--- src/rtl/ipi_buffered_smc.sv ---
// rtl/ipi_buffered_smc.sv - buffered IPI receive FIFO plus handshaked IPI packet injector
module ipi_buffered_smc #(
   parameter int          NUM_CORES      = 8,
   parameter int          CORE_ID_W      = (NUM_CORES > 1) ? $clog2(NUM_CORES) : 1,
   parameter int          FIFO_DEPTH     = 4,
   parameter int          REASON_W       = 32,
   parameter logic [31:0] IPI_BASE       = 32'h0000_0000,
   parameter bit          DROP_WHEN_FULL = 1'b0
) (
   input  logic                            clk,
   input  logic                            reset_n,
   input  logic [CORE_ID_W-1:0]            core_id,
   input  logic                            rx_valid,
   input  logic [CORE_ID_W-1:0]            rx_sender,
   input  logic [REASON_W-1:0]             rx_reason,
   output logic                            rx_ready,
   output logic                            irq_out,
   output logic [REASON_W-1:0]             irq_reason,
   output logic [CORE_ID_W-1:0]            irq_issuer,
   input  logic                            irq_ack,
   output logic [$clog2(FIFO_DEPTH):0]     pending_count,
   output logic [7:0]                      drop_count,
   input  logic                            mmio_write_en,
   input  logic [31:0]                     mmio_addr,
   input  logic [REASON_W-1:0]             mmio_data,
   output logic                            mmio_ready,
   output logic                            mmio_err,
   output logic                            tx_valid,
   input  logic                            tx_ready,
   output logic [CORE_ID_W-1:0]            tx_sender,
   output logic [NUM_CORES-1:0]            tx_dest_vector,
   output logic [REASON_W-1:0]             tx_reason
);

   localparam int PTR_W = $clog2(FIFO_DEPTH);
   localparam int CNT_W = PTR_W + 1;
   localparam logic [CNT_W-1:0]     FULL_CNT = CNT_W'(FIFO_DEPTH);
   localparam logic [NUM_CORES-1:0] ONE_HOT0 = NUM_CORES'(1);

   // ---------------- receive FIFO ----------------
   logic [REASON_W-1:0]  reason_mem_q [FIFO_DEPTH];
   logic [CORE_ID_W-1:0] sender_mem_q [FIFO_DEPTH];
   logic [PTR_W-1:0]     head_q, head_d, tail_q, tail_d;
   logic [CNT_W-1:0]     count_q, count_d;
   logic [7:0]           drop_q, drop_d;
   logic                 fifo_full, fifo_empty, pop, push, drop;

   assign fifo_full  = (count_q == FULL_CNT);
   assign fifo_empty = (count_q == '0);
   // Pop only when something is pending, so a push into an empty FIFO survives a same-cycle ack.
   assign pop        = irq_ack && !fifo_empty;
   // A full FIFO still accepts a push when the head leaves in the same cycle (only reachable in drop mode).
   assign push       = rx_valid && rx_ready && (!fifo_full || pop);
   assign drop       = DROP_WHEN_FULL && rx_valid && fifo_full && !pop;

   assign rx_ready      = DROP_WHEN_FULL ? 1'b1 : !fifo_full;
   assign irq_out       = !fifo_empty;
   assign irq_reason    = fifo_empty ? '0 : reason_mem_q[head_q];
   assign irq_issuer    = fifo_empty ? '0 : sender_mem_q[head_q];
   assign pending_count = count_q;
   assign drop_count    = drop_q;

   // Next-state for pointers, occupancy and the saturating drop counter.
   always_comb begin
      head_d  = head_q;
      tail_d  = tail_q;
      count_d = count_q;
      drop_d  = drop_q;
      if (push) tail_d = tail_q + PTR_W'(1);
      if (pop)  head_d = head_q + PTR_W'(1);
      case ({push, pop})
         2'b10:   count_d = count_q + CNT_W'(1);
         2'b01:   count_d = count_q - CNT_W'(1);
         default: count_d = count_q;
      endcase
      if (drop && (drop_q != 8'hFF)) drop_d = drop_q + 8'd1;
   end

   // FIFO state and storage; reset discards every buffered IPI.
   always_ff @(posedge clk or negedge reset_n) begin
      if (!reset_n) begin
         head_q  <= '0;
         tail_q  <= '0;
         count_q <= '0;
         drop_q  <= '0;
         for (int i = 0; i < FIFO_DEPTH; i++) begin
            reason_mem_q[i] <= '0;
            sender_mem_q[i] <= '0;
         end
      end else begin
         head_q  <= head_d;
         tail_q  <= tail_d;
         count_q <= count_d;
         drop_q  <= drop_d;
         if (push) begin
            reason_mem_q[tail_q] <= rx_reason;
            sender_mem_q[tail_q] <= rx_sender;
         end
      end
   end

   // ---------------- transmit holding register ----------------
   logic                 tx_valid_q, tx_valid_d;
   logic [NUM_CORES-1:0] dest_q, dest_d;
   logic [REASON_W-1:0]  reason_q, reason_d;
   logic [CORE_ID_W-1:0] sender_q, sender_d;
   logic                 err_q, err_d;
   logic                 wr_accept;
   logic [31:0]          slot_idx;

   assign wr_accept = mmio_write_en && !tx_valid_q;
   // Unsigned subtraction: addresses below IPI_BASE wrap to a huge index and land in the error case.
   assign slot_idx  = (mmio_addr - IPI_BASE) >> 2;

   assign mmio_ready     = !tx_valid_q;
   assign mmio_err       = err_q;
   assign tx_valid       = tx_valid_q;
   assign tx_sender      = sender_q;
   assign tx_dest_vector = dest_q;
   assign tx_reason      = reason_q;

   // Slot decode and handshake; the packet is frozen while tx_valid is high.
   always_comb begin
      tx_valid_d = tx_valid_q;
      dest_d     = dest_q;
      reason_d   = reason_q;
      sender_d   = sender_q;
      err_d      = err_q;
      if (tx_valid_q && tx_ready) tx_valid_d = 1'b0;
      if (wr_accept) begin
         if (slot_idx < 32'(NUM_CORES)) begin
            tx_valid_d = 1'b1;
            dest_d     = ONE_HOT0 << slot_idx[CORE_ID_W-1:0];
            reason_d   = mmio_data;
            sender_d   = core_id;
         end else if (slot_idx == 32'(NUM_CORES)) begin
            tx_valid_d = 1'b1;
            dest_d     = ~(ONE_HOT0 << core_id);
            reason_d   = mmio_data;
            sender_d   = core_id;
         end else begin
            err_d      = 1'b1;
         end
      end
   end

   // Transmit state registers.
   always_ff @(posedge clk or negedge reset_n) begin
      if (!reset_n) begin
         tx_valid_q <= 1'b0;
         dest_q     <= '0;
         reason_q   <= '0;
         sender_q   <= '0;
         err_q      <= 1'b0;
      end else begin
         tx_valid_q <= tx_valid_d;
         dest_q     <= dest_d;
         reason_q   <= reason_d;
         sender_q   <= sender_d;
         err_q      <= err_d;
      end
   end

endmodule
--- config.mk ---
export PLATFORM = sky130hd
export DESIGN_NAME = ipi_buffered_smc
export DESIGN_NICKNAME = d
export VERILOG_FILES = /design/src/rtl/ipi_buffered_smc.sv
export SDC_FILE = /design/constraint.sdc
export NUM_CORES = 1
export LEC_CHECK = 0
export ABC_AREA = 1
export CAP_MARGIN = 20
export CORE_ASPECT_RATIO = 0.7
export CORE_MARGIN = 8
export CORE_UTILIZATION = 52
export CTS_BUF_LIST = sky130_fd_sc_hd__clkbuf_8
export CTS_CLUSTER_DIAMETER = 60
export DETAILED_ROUTE_END_ITERATION = 10
export PLACE_DENSITY = 0.85
export SYNTH_ARGS = -nofsm -noshare
export SYNTH_HDL_FRONTEND = slang
export SYNTH_SLANG_ARGS = --single-unit
--- constraint.sdc ---
create_clock -name clk -period 2.2 [get_ports clk]
set_input_delay 0.44 -clock clk [delete_from_list [all_inputs] [get_ports clk]]
set_output_delay 0.44 -clock clk [all_outputs]
set_load 0.1 [all_outputs]
==> impl_metrics.ini, run 1 <==
[run_status]
status = finished with violations
violations = setup timing

[clocking]
clock_latency_ns = 0.47
numCtsBuffers = 17
htreeDepth = 4
clkTransAtPathRegs_ns = 0.10
root_buffer = clkbuf_8
cts_tree = built
clock_sinks = 192
clk_path_buf_depth = 2

[critical_path]
crit_top_cell = buf_12
path_delay_family = buffers and inverters
cp.arrival_ns = 1.87
cpPeakStageDelay_ns = 0.50
critPathKind = reg -> out
critPathBufInv = 4
required_ns = 1.76
path_max_fanout = 6
worstSetupStartpointType = flip-flop
crit_chain = nor3_4 -> buf_12 -> buf_12 -> buf_12 -> a21oi_4 -> buf_12
endpoint_kind = primary output
slowest_stage = dfrtp_4

[logic_synthesis]
ys_types = 32
syn_avg_cell_area_um2 = 9.137
ys_async_sr_fraction = 1.000
yosysWarnings = 0
syn_inst = 982
synth_edf_count = 0
seq_area_frac_synth = 0.5355
synth-seq-cells = 192
synth_top_flop_cell = dfrtp_1
synth_area_um2 = 8972

[detailed_routing]
first_pass_iters = 5
antenna_left = 0
viasPerCell = 5.254
wl_per_cell_um = 17.29
drt_wl_total_um = 24600
drt_iter0_drc = 510
drc = 0
route.vias.total = 7477

[finish]
drive_gt1_frac = 0.2164
syn_to_final_growth_pct = 41.00
layout.nets = 1293
antenna_cells = 0

[floorplan]
initial_core_util = 0.5273
core.rowCount = 40
coreArea_um2 = 17020
pin_count = 202
die-area_um2 = 21780
die_x_um = 173
die_h_um = 125.9

[timing]
max_freq_ghz = 0.4322
rsz0062_at_grt = yes
hold_ws_ns = 0.4763
setup_ws_ns = -0.1139
hold_violations = 0
post-route-period-util = 1.052
fin_skew_ns = 0.01251
setup_viol = 36
drv_slew = 0
period_needed_ns = 2.314

[place]
dpl.hpwl_um = 16740
gp_congestion = 0.8775
numPortBuffers = 191

[grt]
grt_pass1_wl_um = 39280
antenna_found_initial = 0
grt_remaining_overflow = 0
grt_max_degree = 62
grt_usage = 0.2221
grt_pass1_vias = 7483

[worst_hold_path]
hold_class = in -> async

[job]
drv_cap = 0
Yosys cell counts (3+ instances only):
master / number / share of area
nand2_1: 229 / 0.096
dfrtp_1: 192 / 0.54
o21ai_0: 129 / 0.072
a21oi_1: 107 / 0.060
inv_1: 101 / 0.042
mux2_1: 60 / 0.075
buf_2: 22 / 0.012
nor2_1: 20 / 0.0084
nand3_1: 19 / 0.011
clkbuf_1: 17 / 0.0071
o21ai_1: 17 / 0.0095
mux2_2: 10 / 0.013
buf_4: 8 / 0.0067
nor3_1: 7 / 0.0039
buf_8: 6 / 0.010
buf_1: 5 / 0.0021
ha_1: 5 / 0.0070
buf_6: 4 / 0.0050
nor2_2: 4 / 0.0028
xor2_1: 3 / 0.0029
placed cells by master (no fill, tap or decap), types with 3 or more instances in the layout:
| cell | count |
|---|---|
| a21oi_1 | 57 |
| a21oi_2 | 18 |
| a21oi_4 | 32 |
| buf_12 | 55 |
| buf_4 | 65 |
| buf_6 | 4 |
| bufinv_16 | 3 |
| clkbuf_8 | 20 |
| clkdlybuf4s50_1 | 104 |
| clkinv_4 | 4 |
| clkinvlp_4 | 3 |
| conb_1 | 8 |
| dfrtp_1 | 187 |
| dfrtp_4 | 3 |
| ha_1 | 4 |
| inv_1 | 97 |
| inv_2 | 4 |
| inv_6 | 3 |
| mux2_1 | 60 |
| mux2_2 | 10 |
| nand2_1 | 229 |
| nand3_1 | 19 |
| nor2_1 | 20 |
| nor3_1 | 7 |
| o21ai_0 | 81 |
| o21ai_1 | 52 |
| o21ai_2 | 13 |
| xor2_1 | 3 |
path summary, 6_finish.rpt:
| kind | startpoint | endpoint | slack, ns | cells after the start |
|---|---|---|---|---|
| setup / recovery | pending_count[0] | irq_reason[30] | -0.11 | 6 |
| hold reg to reg | tx_dest_vector[5] | tx_dest_vector[5] | 0.49 | 2 |
| setup reg to reg | pending_count[1] | pending_count[2] | 0.22 | 10 |
| hold / removal | reset_n | reason_mem_q[115] | 0.48 | 2 |
| max in group asynchronous | reset_n | reason_mem_q[122] | 1.05 | 3 |
| min in group clk | tx_dest_vector[5] | tx_dest_vector[5] | 0.49 | 2 |
per-stage QoR:
| stage | instance area, µm² | utilization | TNS, ns | cells | setup slack [ns] |
|---|---|---|---|---|---|
| floorplan | 9430 | - | -1.411 | 989 | -0.2115 |
| global placement | 11890 | 0.6988 | 0 | 1380 | 0.07342 |
| detailed placement | 11890 | 0.6988 | 0 | 1380 | 0.05321 |
| CTS | 12530 | 0.7363 | -2.825 | 1422 | -0.1268 |
| global route | 12650 | 0.7435 | -5.014 | 1423 | -0.1829 |
| finish | 12650 | 0.7435 | -2.384 | 1423 | -0.1139 |
flip-flops by register name, indices dropped and copies added (netlist names):
name            cells
tx_reason          32
reason_mem_q      128
head_q              2
mmio_err            1
pending_count       3
tail_q              2
tx_valid            1
tx_dest_vector      8
tx_sender           3
sender_mem_q       12
timing repair:
item                                    in CTS  in global routing
hold buffers                                 1                  0
endpoints found under the setup margin      36                 36
endpoints found under the hold margin       46                  0
buffers inserted                             8                  0
pin swaps                                    7                  6
gates resized for setup                     48                 37
gates cloned                                 1                  1
cell families (layout without fill, tap and decap cells):
group | Yosys count | count (layout) | share of synthesized area
AO/OA/AOI/OAI | 254 | 254 | 0.1420
buffers and inverters | 167 | 370 | 0.08716
XOR/XNOR | 5 | 5 | 0.004882
multiplexers | 70 | 70 | 0.08785
flip-flops | 192 | 192 | 0.5355
adder cells (fa/ha/maj) | 6 | 6 | 0.009204
AND/OR/NAND/NOR | 287 | 287 | 0.1330
other | 1 | 8 | 0.0004180
layer usage:
layer | routed length [µm] | global-route usage | vias up
li1 | - | - | 3579
met1 | 11010 | 0.2967 | 3629
met2 | 11740 | 0.3608 | 231
met3 | 1303 | 0.04866 | 38
met4 | 540 | 0.06218 | 0
met5 | 0 | 0 | -
area by class of cell:
cell class / instances / area, µm²
timing repair buffer: 233 / 2766
clock buffer: 19 / 261.5
clock inverter: 13 / 175.2
tap: 231 / 289.0
multi-input combinational: 630 / 3934
fill: 1137 / 4365
sequential: 192 / 4818
inverter: 105 / 406.6
Power of run 1 is not shown: default switching activity piles up to over one toggle a cycle in this logic, so the estimate is an artifact.
==> run 2, diff against run 1 <==
CORE_UTILIZATION = 30   (was 52)
PLACE_DENSITY = 0.55   (was 0.85)
REMOVE_ABC_BUFFERS = 1   (was unset)
==> run 2 against run 1 <==
Routed wire length up 7.0%. Clock-buffer cell count down 1. Utilization down 32 points. First-iteration DRC count up 11%. Critical path depth down 1. The run still ends with setup timing left. Non-clock buffer count up 5. Clock skew about the same. Final area down 0.93%. Critical endpoint is now irq_reason[27].
==> impl_metrics.ini, run 2 (same netlist as run 1, synthesis figures left out) <==
[timing]
post-route-period-util = 1.075
rsz0062_at_grt = yes
max_freq_ghz = 0.4229
hold_violations = 0
setup_ws_ns = -0.1646
setup_viol = 35
fin_skew_ns = 0.01261
period_needed_ns = 2.365
drv_slew = 0

[floorplan]
pin_count = 202
coreArea_um2 = 29710
core.rowCount = 53
die_h_um = 160.7
initial_core_util = 0.3020
die_x_um = 222.7
die-area_um2 = 35790

[grt]
grt_max_degree = 75
grt_pass1_vias = 7313
grt_usage = 0.1411
grt_remaining_overflow = 0
antenna_found_initial = 0
grt_pass1_wl_um = 40640

[place]
numPortBuffers = 191
dpl.hpwl_um = 16750
dp_slack_ns = 0.003962
post-place-cells = 1535
gp_congestion = 0.7339

[finish]
mostFrequentLayoutCell = nand2_1
final_cells = 1582
n_fill_cell = 2916
largest_register_ffs = 128
layout.nets = 1298
drive_gt1_frac = 0.2022
layout_common_cells = nand2_1, dfrtp_1, clkdlybuf4s50_1
syn_to_final_growth_pct = 39.69
largest-register = reason_mem_q
multi_input_area_um2 = 3645
antenna_cells = 0
final-seq-area_um2 = 4808

[critical_path]
critPathKind = reg -> out
worstSetupStartpointType = flip-flop
path_max_fanout = 27
endpoint_kind = primary output
required_ns = 1.76
cp.arrival_ns = 1.92

[detailed_routing]
antenna_left = 0
first_pass_iters = 5
drt_wl_total_um = 26310
drt_iter0_drc = 567
viasPerCell = 4.572
route.vias.total = 7233
drc = 0
wl_per_cell_um = 16.63

[clocking]
root_buffer = clkbuf_8
numCtsBuffers = 17
cts_tree = built
clkTransAtPathRegs_ns = 0.10
htreeDepth = 4
clock_sinks = 192
clock_latency_ns = 0.50
clk_path_buf_depth = 2

[job]
drv_cap = 0

[worst_hold_path]
hold_class = in -> async

[run_status]
violations = setup timing
status = finished with violations
==> run 2: cell types whose count changed in the layout (fill, tap and decap cells not counted), moves of 4 or more <==
cell / delta
a21oi_4: -29
o21ai_2: -11
o21ai_0: +13
inv_1: +4
buf_4: +5
a21oi_2: +27
==> run 2: repair_timing <==
item                       4_1_cts  5_1_grt
gates resized for setup         47       61
hold endpoints to repair        10        0
hold buffers                     1        0
buffers inserted                 1        7
pin swaps                        9       21
cloned                           0        6
setup endpoints to repair       36       36
==> run 2: worst paths after layout <==
| kind | from | to | slack [ns] | depth (start not counted) |
|---|---|---|---|---|
| min in group clk | mmio_data[29] | tx_reason[29] | 0.47 | 3 |
| worst max register to register | pending_count[0] | pending_count[2] | 0.18 | 10 |
| worst max-delay path | head_q[0] | irq_reason[27] | -0.16 | 5 |
| worst min register to register | reason_mem_q[115] | reason_mem_q[115] | 0.49 | 1 |
| worst min-delay path | reset_n | reason_mem_q[11] | 0.34 | 2 |
| max in group asynchronous | reset_n | pending_count[0] | 1.18 | 3 |
==> run 2: worst max-delay path, stage by stage, from the launching register on <==
cell     delay [ns]
dfrtp_2        0.49
buf_12         0.20
a21oi_1        0.16
o21ai_0        0.13
a21oi_2        0.24
buf_12         0.21
==> run 2: area by class of cell <==
type / instances / share of cell area
flip-flops and latches: 192 / 0.3836
multi-input cells: 630 / 0.2908
repair buffers: 238 / 0.2225
well taps: 385 / 0.03843
inverters: 105 / 0.03244
clock buffers: 18 / 0.01977
clock inverters: 14 / 0.01238
==> run 2: through the flow <==
step	instance area (µm²)	hold WS, ns	utilization	TNS (ns)
after global placement	11680	0.3014	0.3932	-0.02421
after global routing	12530	0.3249	0.4219	-8.655
after CTS	12240	0.2994	0.4121	-6.374
final	12530	0.3391	0.4219	-4.247
after detailed placement	11680	0.2989	0.3932	0
after floorplan	8611	0.1444	-	-263.46
==> run 2: routing by layer <==
metal,up-vias,global-route usage,wire length (µm)
met5,-,0,0
met4,0,0.04509,361
met3,21,0.02897,859
met2,116,0.2244,12190
met1,3519,0.1908,12900
li1,3577,-,-
Power of run 2 is left out for the same reason.
==> run 3, diff against run 2 <==
CAP_MARGIN = 25   (was 20)
==> results of run 3 <==
No change in the layout: final DEF, timing and power equal those of run 2.
Power of run 3 is left out for the same reason.
